--- config.mk ---
export PLATFORM = sky130hd
export DESIGN_NAME = uart_tx_arbiter_flat
export DESIGN_NICKNAME = d
export VERILOG_FILES = /design/src/rtl/uart_tx_arbiter_if.sv /design/src/rtl/uart_tx_arbiter.sv /design/src/flat_wrapper.sv
export SDC_FILE = /design/constraint.sdc
export NUM_CORES = 1
export LEC_CHECK = 0
export ABC_AREA = 1
export CORE_ASPECT_RATIO = 1.5
export CORE_MARGIN = 2
export CORE_UTILIZATION = 47
export DETAILED_ROUTE_END_ITERATION = 12
export PLACE_DENSITY_LB_ADDON = 0.1
export SYNTH_ARGS = -nofsm -noshare
export SYNTH_HDL_FRONTEND = slang
export SYNTH_SLANG_ARGS = --single-unit
--- constraint.sdc ---
create_clock -name i_clk -period 1.7 [get_ports i_clk]
set_input_delay 0.34 -clock i_clk [delete_from_list [all_inputs] [get_ports i_clk]]
set_output_delay 0.34 -clock i_clk [all_outputs]
set_load 0.05 [all_outputs]
--- src/rtl/uart_tx_arbiter_if.sv ---
// uart_tx_arbiter_if: request-side and UART-side signals of the UART transmit arbiter
interface uart_tx_arbiter_if;
  logic [3:0]  i_req_valid;
  logic [31:0] i_req_data;
  logic [3:0]  i_req_last;
  logic [3:0]  o_req_ready;
  logic        o_tx_start;
  logic [7:0]  o_tx_data;
  logic        i_tx_busy;
  logic [1:0]  o_grant;
  logic        o_active;
  logic        o_timeout;
  modport master (
    output i_req_valid, i_req_data, i_req_last, i_tx_busy,
    input  o_req_ready, o_tx_start, o_tx_data, o_grant, o_active, o_timeout
  );
  modport slave (
    input  i_req_valid, i_req_data, i_req_last, i_tx_busy,
    output o_req_ready, o_tx_start, o_tx_data, o_grant, o_active, o_timeout
  );
endinterface

--- src/rtl/uart_tx_arbiter.sv ---
// uart_tx_arbiter: frame-granular round-robin arbiter feeding four byte streams into one UART transmitter
module uart_tx_arbiter #(
  parameter int TIMEOUT_CYCLES = 1_000_000
) (
  input logic i_clk,
  input logic i_rst,
  uart_tx_arbiter_if.slave bus
);
  localparam int CW = $clog2(TIMEOUT_CYCLES) + 1;
  localparam logic [CW-1:0] TMAX = CW'(TIMEOUT_CYCLES - 1);
  typedef enum logic [1:0] {IDLE, FETCH, START, DRAIN} state_t;
  state_t state;
  logic [1:0] rr_ptr, pick;
  logic last_q;
  logic [CW-1:0] cnt;
  // descending scan so the lowest offset from rr_ptr wins
  always_comb begin
    pick = rr_ptr;
    for (int i = 3; i >= 0; i--)
      if (bus.i_req_valid[rr_ptr + 2'(i)]) pick = rr_ptr + 2'(i);
  end
  always_ff @(posedge i_clk) begin
    if (i_rst) begin
      state <= IDLE;
      rr_ptr <= '0;
      bus.o_grant <= '0;
      bus.o_req_ready <= '0;
      bus.o_tx_start <= 1'b0;
      bus.o_tx_data <= '0;
      bus.o_active <= 1'b0;
      bus.o_timeout <= 1'b0;
      last_q <= 1'b0;
      cnt <= '0;
    end else begin
      bus.o_timeout <= 1'b0;
      case (state)
        IDLE: if (|bus.i_req_valid) begin
          bus.o_grant <= pick;
          bus.o_req_ready <= 4'b1 << pick;
          bus.o_active <= 1'b1;
          state <= FETCH;
        end
        FETCH: if (bus.i_req_valid[bus.o_grant]) begin
          bus.o_tx_data <= bus.i_req_data[{bus.o_grant, 3'b0} +: 8];
          last_q <= bus.i_req_last[bus.o_grant];
          bus.o_req_ready <= '0;
          bus.o_tx_start <= 1'b1;
          cnt <= '0;
          state <= START;
        end
        START: if (bus.i_tx_busy) begin
          bus.o_tx_start <= 1'b0;
          state <= DRAIN;
        end else if (cnt == TMAX) begin
          bus.o_tx_start <= 1'b0;
          bus.o_timeout <= 1'b1;
          bus.o_active <= 1'b0;
          rr_ptr <= bus.o_grant + 2'd1;
          state <= IDLE;
        end else cnt <= cnt + 1'b1;
        DRAIN: if (!bus.i_tx_busy) begin
          if (last_q) begin
            bus.o_active <= 1'b0;
            rr_ptr <= bus.o_grant + 2'd1;
            state <= IDLE;
          end else begin
            bus.o_req_ready <= 4'b1 << bus.o_grant;
            state <= FETCH;
          end
        end
        default: state <= IDLE;
      endcase
    end
  end
endmodule

--- src/flat_wrapper.sv ---
// flat-port wrapper written by rule: the top's interface ports become plain ports
module uart_tx_arbiter_flat 
#(
  parameter int TIMEOUT_CYCLES = 1_000_000
)
  (i_clk, i_rst, bus_i_req_valid, bus_i_req_data, bus_i_req_last, bus_i_tx_busy, bus_o_req_ready, bus_o_tx_start, bus_o_tx_data, bus_o_grant, bus_o_active, bus_o_timeout);
  uart_tx_arbiter_if bus_i ();
  input logic i_clk;
  input logic i_rst;
  input wire logic [$bits(bus_i.i_req_valid)-1:0] bus_i_req_valid;
  input wire logic [$bits(bus_i.i_req_data)-1:0] bus_i_req_data;
  input wire logic [$bits(bus_i.i_req_last)-1:0] bus_i_req_last;
  input wire logic [$bits(bus_i.i_tx_busy)-1:0] bus_i_tx_busy;
  output wire logic [$bits(bus_i.o_req_ready)-1:0] bus_o_req_ready;
  output wire logic [$bits(bus_i.o_tx_start)-1:0] bus_o_tx_start;
  output wire logic [$bits(bus_i.o_tx_data)-1:0] bus_o_tx_data;
  output wire logic [$bits(bus_i.o_grant)-1:0] bus_o_grant;
  output wire logic [$bits(bus_i.o_active)-1:0] bus_o_active;
  output wire logic [$bits(bus_i.o_timeout)-1:0] bus_o_timeout;
  assign bus_i.i_req_valid = bus_i_req_valid;
  assign bus_i.i_req_data = bus_i_req_data;
  assign bus_i.i_req_last = bus_i_req_last;
  assign bus_i.i_tx_busy = bus_i_tx_busy;
  assign bus_o_req_ready = bus_i.o_req_ready;
  assign bus_o_tx_start = bus_i.o_tx_start;
  assign bus_o_tx_data = bus_i.o_tx_data;
  assign bus_o_grant = bus_i.o_grant;
  assign bus_o_active = bus_i.o_active;
  assign bus_o_timeout = bus_i.o_timeout;
  uart_tx_arbiter #(.TIMEOUT_CYCLES(TIMEOUT_CYCLES)) u_core (.i_clk(i_clk), .i_rst(i_rst), .bus(bus_i));
endmodule
==> flow_summary_export.csv, run 1 <==
group,metric,value,unit
sta,rsz0062_at_grt,"yes",
cells_and_area,nNetsFinal,625,
clocking,cts_made_buffers,5,
global_route,grt_pass1_wl,15000,µm
clocking,htreeDepth,2,
sta,setup_tns,-61.9,ps
synthesis,yosysTopAreaCellShare,28.4,%
synthesis,postSynthCellCount,473,
global_route,antenna_found_initial,0,
synthesis,synth_fp_nets,521,
synthesis,yosys.area.top_type,"dfxtp_1",
critical_path,critPathBufInv,2,
clocking,cts_tree,"done",
sta,worst_slack,-18.7,ps
power,ir_drop,613,µV
global_route,grt_max_degree,31,
critical_path,end_kind,"register",
synthesis,synth.most_common_cell,"nand2_1",
placed_design,globalplace.congestion,0.921,
critical_path,path_depth,9,
placed_design,io_buffers,59,
drt,ant_nets,0,
power,power,5.99,mW
flow_run,maxCapViolations,0,
outcome,violations,"setup timing",
critical_path,ff2ff_setup_slack,-20,ps
critical_path,timing.rr.start,"u_core.cnt[0]",
drt,wl_per_cell,13.8,µm
drt,drtIter0Drc,164,
sta,setup_violations,6,
placed_design,post-dp-hpwl,6450,µm
synthesis,ys_seq_elements,43,
synthesis,synth_commonest_cells,"116 x nand2_1, 80 x nor2_1, 43 x dfxtp_1, 40 x inv_1, 30 x o21ai_0",
die,chipHeight,102,µm
critical_path,path_max_fanout,5,
hold_path,timing.hold.worst.class,"reg -> reg",
sta,final.min_clock_period,1720,ps
critical_path,cpMostUsedCell,"nand3_4",
critical_path,rr_worst_depth,9,
critical_path,slowest_delay,370,ps
drt,drt_wl_total,8990,µm
outcome,status,"complete, but fails checks",
global_route,track_usage,25.6,%
sta,tightest_slew,412,ps
critical_path,reg2reg_to,"u_core.cnt[19]",
synthesis,synth.area.top_cells,"dfxtp_1 28%, nand2_1 14%, nor2_1 9.9%",
sta,period_share,101,%
synthesis,synth_warnings,0,
clocking,clk_pin_slew,80,ps
sta,drv_slew,0,
synthesis,syn-cell-area,0.00303,mm²
cells_and_area,n_fill_cell,557,
clocking,clk_latency,290,ps
clocking,cts.sinks,43,
sta,whs,466,ps
cells_and_area,multi_input_area,0.00204,mm²
synthesis,ys_types,34,
hold_path,worst_hold_path.endpoint,"u_core.bus.o_tx_start",
sta,fin_worst_skew,6.51,ps
sta,slew_headroom,72.5,%
power,power.leakage,1.80,nW
cells_and_area,antennaDiodeCount,0,
drt,vias,3459,
hold_path,min_from,"u_core.bus.o_tx_start",
sta,fmax,0.582,GHz
drt,drc_errors,0,
die,core,0.00617,mm²
cells_and_area,area_delta_synth_final,42.3,%
die,dieArea,0.00712,mm²
die,ioPinCount,60,
synthesis,avgSynthCellArea,6.40,µm²
drt,routed_via_density,5.31,
power,powerDensity,1390,mW/mm²
hold_path,holdPathStages,2,
critical_path,critPathKind,"reg -> reg",
critical_path,cp_data_arrival_time,1950,ps
synthesis,seq_area_frac_synth,28.4,%
cells_and_area,drive_gt1_share,25.3,%
global_route,grt_pass1_vias,3448,
synthesis,async_reset_ff_share,0,%
synthesis,ys.flop_type,"dfxtp_1",
critical_path,crit_slowest_cell,"nor4_4",
die,die_width,69.6,µm
critical_path,critPathTopFamily,"simple AND/OR/NAND/NOR gates",
cells_and_area,finish.utilization,69.8,%
synthesis,synth_edf_count,0,
drt,drtPass1Iterations,4,
sta,hold_viol_final,0,
die,start_util,49.1,%
clocking,ctsHoldBuffers,0,
clocking,clockBufferDepth,2,
clocking,cts_root_buf,"clkbuf_8",
critical_path,start_kind,"register",
critical_path,cp.required,1930,ps
cells_and_area,ff_latch_area,873,µm²
die,std_cell_rows,35,
global_route,grt_overflow,0,
critical_path,path_cells,"ha_4 -> nand3_4 -> nor4_4 -> nand4_4 -> nand3_4 -> buf_6 -> clkbuf_16 -> nand2_4 -> a21oi_2",
[what timing repair did]
action	4_1_cts	5_1_grt
endpoints found under the setup margin	28	41
pin swaps	0	15
hold endpoints to repair	0	0
gates cloned	1	2
buffers inserted	0	5
gates resized for setup	5	42
[registers in the layout, summed over array words and instances, names as in the netlist]
name / cells
u_core.cnt: 21
u_core.bus.o_active: 1
u_core.state: 2
u_core.last_q: 1
u_core.bus.o_tx_start: 1
u_core.bus.o_grant: 2
u_core.bus.o_tx_data: 8
u_core.bus.o_timeout: 1
u_core.bus.o_req_ready: 4
u_core.rr_ptr: 2
[metal layers]
layer  global-route usage [%]  up-vias  routed length [µm]
met5                        0        -                   0
met4                     12.5        0                 290
met3                     3.25       23                 333
met2                     48.6       75                4700
met1                     28.1     1610                3670
li1                         -     1751                   -
[layout by cell type, fill, tap and decap left out, types with 4 or more instances in the layout]
master	Yosys	routed
a21oi_1	20	19
a21oi_2	13	14
a31oi_1	9	9
buf_4	0	62
buf_6	1	4
clkbuf_8	0	6
clkdlybuf4s50_1	0	38
dfxtp_1	43	35
dfxtp_2	0	7
dlymetal6s2s_1	0	4
inv_1	40	37
inv_2	3	5
nand2_1	116	111
nand2_2	11	10
nand2_4	0	6
nand3_1	23	18
nand3_2	0	4
nand4_1	19	19
nor2_1	80	78
nor3_1	9	8
o21ai_0	30	30
xnor2_1	4	4
xor2_1	13	13
[worst max path at each step]
stage / slack (ps) / from / endpoint
floorplan: 6 / u_core.cnt[1] / u_core.cnt[20]
global placement: -280 / bus_i_req_valid[1] / u_core.last_q
finish: -20 / u_core.cnt[0] / u_core.cnt[19]
CTS: 0.9 / u_core.state[1] / u_core.cnt[8]
global route: -90 / u_core.cnt[0] / u_core.state[1]
detailed placement: -340 / bus_i_req_valid[3] / u_core.bus.o_tx_data[2]
[cell families (layout without fill, tap and decap cells)]
family	Yosys count	after routing	share of synthesized area, %
xor+xnor	17	17	4.92
compound gates	75	75	14.7
fa+ha+maj	5	5	2.07
simple gates	272	272	41.0
flops	43	43	28.4
buf+inv	61	165	8.84
[worst min-delay path: stages, from the launching register on]
cell	delay, ps
dfxtp_1	320
nand2_1	60
a21oi_1	50
[through the flow]
stage	cells	cell area (µm²)	setup WS, ps
floorplan	473	3050	6.22
global placement	636	3990	-284
detailed placement	636	3990	-342
CTS	644	4100	0.920
global route	651	4310	-93.1
finish	651	4310	-18.7
[final cells by class]
type                    count  share of cell area (%)
repair inverters            1                   0.145
flip-flops and latches     43                    20.3
inverters                  43                    3.92
repair buffers            114                    24.3
multi-input cells         369                    47.2
clock inverters             1                   0.116
clock buffers               6                    1.92
well taps                  74                    2.15
[where the power goes]
part | internal (mW) | switching [mW] | total [mW] | leakage [nW]
combinational | 1.54 | 2.41 | 3.96 | 1.40
clock | 0.319 | 0.349 | 0.669 | 0.0470
sequential | 1.22 | 0.145 | 1.36 | 0.353
No activity file was read; power rests on OpenSTA's default activity.
==> run 2, diff against run 1 <==
--- a/config.mk
+++ b/config.mk
@@ -11,6 +11,7 @@
 export CORE_UTILIZATION = 47
 export DETAILED_ROUTE_END_ITERATION = 12
 export PLACE_DENSITY_LB_ADDON = 0.1
+export SKIP_LAST_GASP = 1
 export SYNTH_ARGS = -nofsm -noshare
 export SYNTH_HDL_FRONTEND = slang
 export SYNTH_SLANG_ARGS = --single-unit
==> flow_summary_export.csv, run 2 (synthesized netlist as in run 1, its figures left out) <==
group,metric,value,unit
clocking,clk_pin_slew,80,ps
cells_and_area,layout_common_cells,"112 x nand2_1, 78 x nor2_1, 62 x buf_4",
drt,drtPass1Iterations,4,
sta,slew_headroom,72.4,%
clocking,cts.sinks,43,
sta,fmax,0.582,GHz
cells_and_area,area_delta_synth_final,42.0,%
cells_and_area,final_common_cell,"nand2_1",
cells_and_area,ff_latch_area,872,µm²
critical_path,timing.rr.start,"u_core.cnt[0]",
sta,setup_tns,-53.8,ps
global_route,track_usage,25.6,%
cells_and_area,postLayoutCellArea,0.00430,mm²
cells_and_area,n_fill_cell,556,
die,dieArea,0.00712,mm²
critical_path,crit_start,"u_core.cnt[0]",
clocking,htreeDepth,2,
outcome,violations,"setup timing",
clocking,clk_latency,290,ps
cells_and_area,finish.utilization,69.7,%
critical_path,rr_worst_depth,9,
drt,ant_nets,0,
drt,vias,3431,
flow_run,maxCapViolations,0,
drt,drt_wl_total,8950,µm
placed_design,io_buffers,59,
sta,worst_slack,-17.7,ps
critical_path,cp.required,1930,ps
global_route,grt_pass1_vias,3448,
hold_path,timing.hold.worst.class,"reg -> reg",
cells_and_area,multi_input_area,0.00203,mm²
cells_and_area,largest_reg_flops,21,
critical_path,critPathKind,"reg -> reg",
sta,hold_viol_final,0,
cells_and_area,reg_top3,"u_core.cnt x21, u_core.bus.o_tx_data x8, u_core.bus.o_req_ready x4",
critical_path,start_kind,"register",
cells_and_area,drive_gt1_share,24.6,%
drt,routed_via_density,5.27,
die,ioPinCount,60,
outcome,status,"complete, but fails checks",
die,chipHeight,102,µm
global_route,grt_pass1_wl,15000,µm
die,die_width,69.6,µm
clocking,cts_made_buffers,5,
global_route,grt_max_degree,31,
drt,wl_per_cell,13.7,µm
placed_design,globalplace.congestion,0.921,
global_route,antenna_found_initial,0,
critical_path,cp_data_arrival_time,1950,ps
power,ir_drop,613,µV
cells_and_area,top_register,"u_core.cnt",
drt,drtIter0Drc,134,
sta,whs,466,ps
critical_path,ff2ff_setup_slack,-20,ps
placed_design,dp_cells,636,
power,power.leakage,1.80,nW
critical_path,end_kind,"register",
power,powerDensity,1390,mW/mm²
sta,fin_worst_skew,6.32,ps
cells_and_area,nNetsFinal,625,
critical_path,endpoint,"u_core.cnt[19]",
drt,drc_errors,0,
die,std_cell_rows,35,
global_route,grt_overflow,0,
power,power,5.98,mW
sta,period_share,101,%
cells_and_area,antennaDiodeCount,0,
critical_path,reg2reg_to,"u_core.cnt[19]",
sta,rsz0062_at_grt,"yes",
clocking,cts_root_buf,"clkbuf_8",
placed_design,post-dp-hpwl,6450,µm
clocking,clockBufferDepth,2,
placed_design,place_area,0.00399,mm²
sta,final.min_clock_period,1720,ps
clocking,cts_tree,"done",
critical_path,path_max_fanout,5,
clocking,ctsHoldBuffers,0,
cells_and_area,finalNonFillerCells,651,
die,start_util,49.1,%
sta,tightest_slew,414,ps
die,core,0.00617,mm²
sta,setup_violations,6,
sta,drv_slew,0,
placed_design,place_ws,-342,ps
[run 2: how the worst min path moves through the flow]
stage / from / to / slack [ps] / cells after the start
3_5_place_dp: u_core.bus.o_tx_start / u_core.bus.o_tx_start / 460 / 2
3_3_place_gp: u_core.bus.o_active / u_core.bus.o_active / 450 / 2
6_report: u_core.bus.o_tx_start / u_core.bus.o_tx_start / 470 / 2
4_1_cts: u_core.bus.o_tx_start / u_core.bus.o_tx_start / 470 / 2
2_1_floorplan: bus_i_tx_busy / u_core.bus.o_timeout / 420 / 1
5_1_grt: u_core.bus.o_req_ready[1] / u_core.bus.o_req_ready[1] / 490 / 2
[run 2: cell type report]
| class | count | share of cell area (%) |
|---|---|---|
| Multi-Input combinational cell | 369 | 47.2 |
| Timing Repair Buffer | 114 | 24.3 |
| Sequential cell | 43 | 20.3 |
| Inverter | 43 | 3.93 |
| Tap cell | 74 | 2.15 |
| Clock buffer | 6 | 1.92 |
| Timing Repair inverter | 1 | 0.145 |
| Clock inverter | 1 | 0.116 |
[run 2: timing repair]
action	4_1_cts	5_1_grt
gates resized for setup	4	39
pin swaps	0	15
buffers inserted	0	5
setup endpoints to repair	28	41
gates cloned	1	2
[run 2: critical path: stages, from the launching register on]
cell and delay (ps):
dfxtp_4 360, ha_4 150, nand3_4 80, nor4_4 370, nand4_4 160, nand3_4 130, buf_6 120, clkbuf_16 140
nand2_4 40, a21oi_2 100
[run 2: metal layers]
metal | GRT usage (%) | share of wire (%)
met1 | 28.1 | 41
met2 | 48.6 | 53
met3 | 3.25 | 3.5
met4 | 12.5 | 2.9
met5 | 0 | 0
[run 2: report_power, final]
group          internal [mW]  switching, mW  total [mW]
Clock                  0.319          0.351       0.671
Combinational           1.54           2.41        3.95
Sequential              1.22          0.144        1.36
Total                   3.08           2.90        5.98
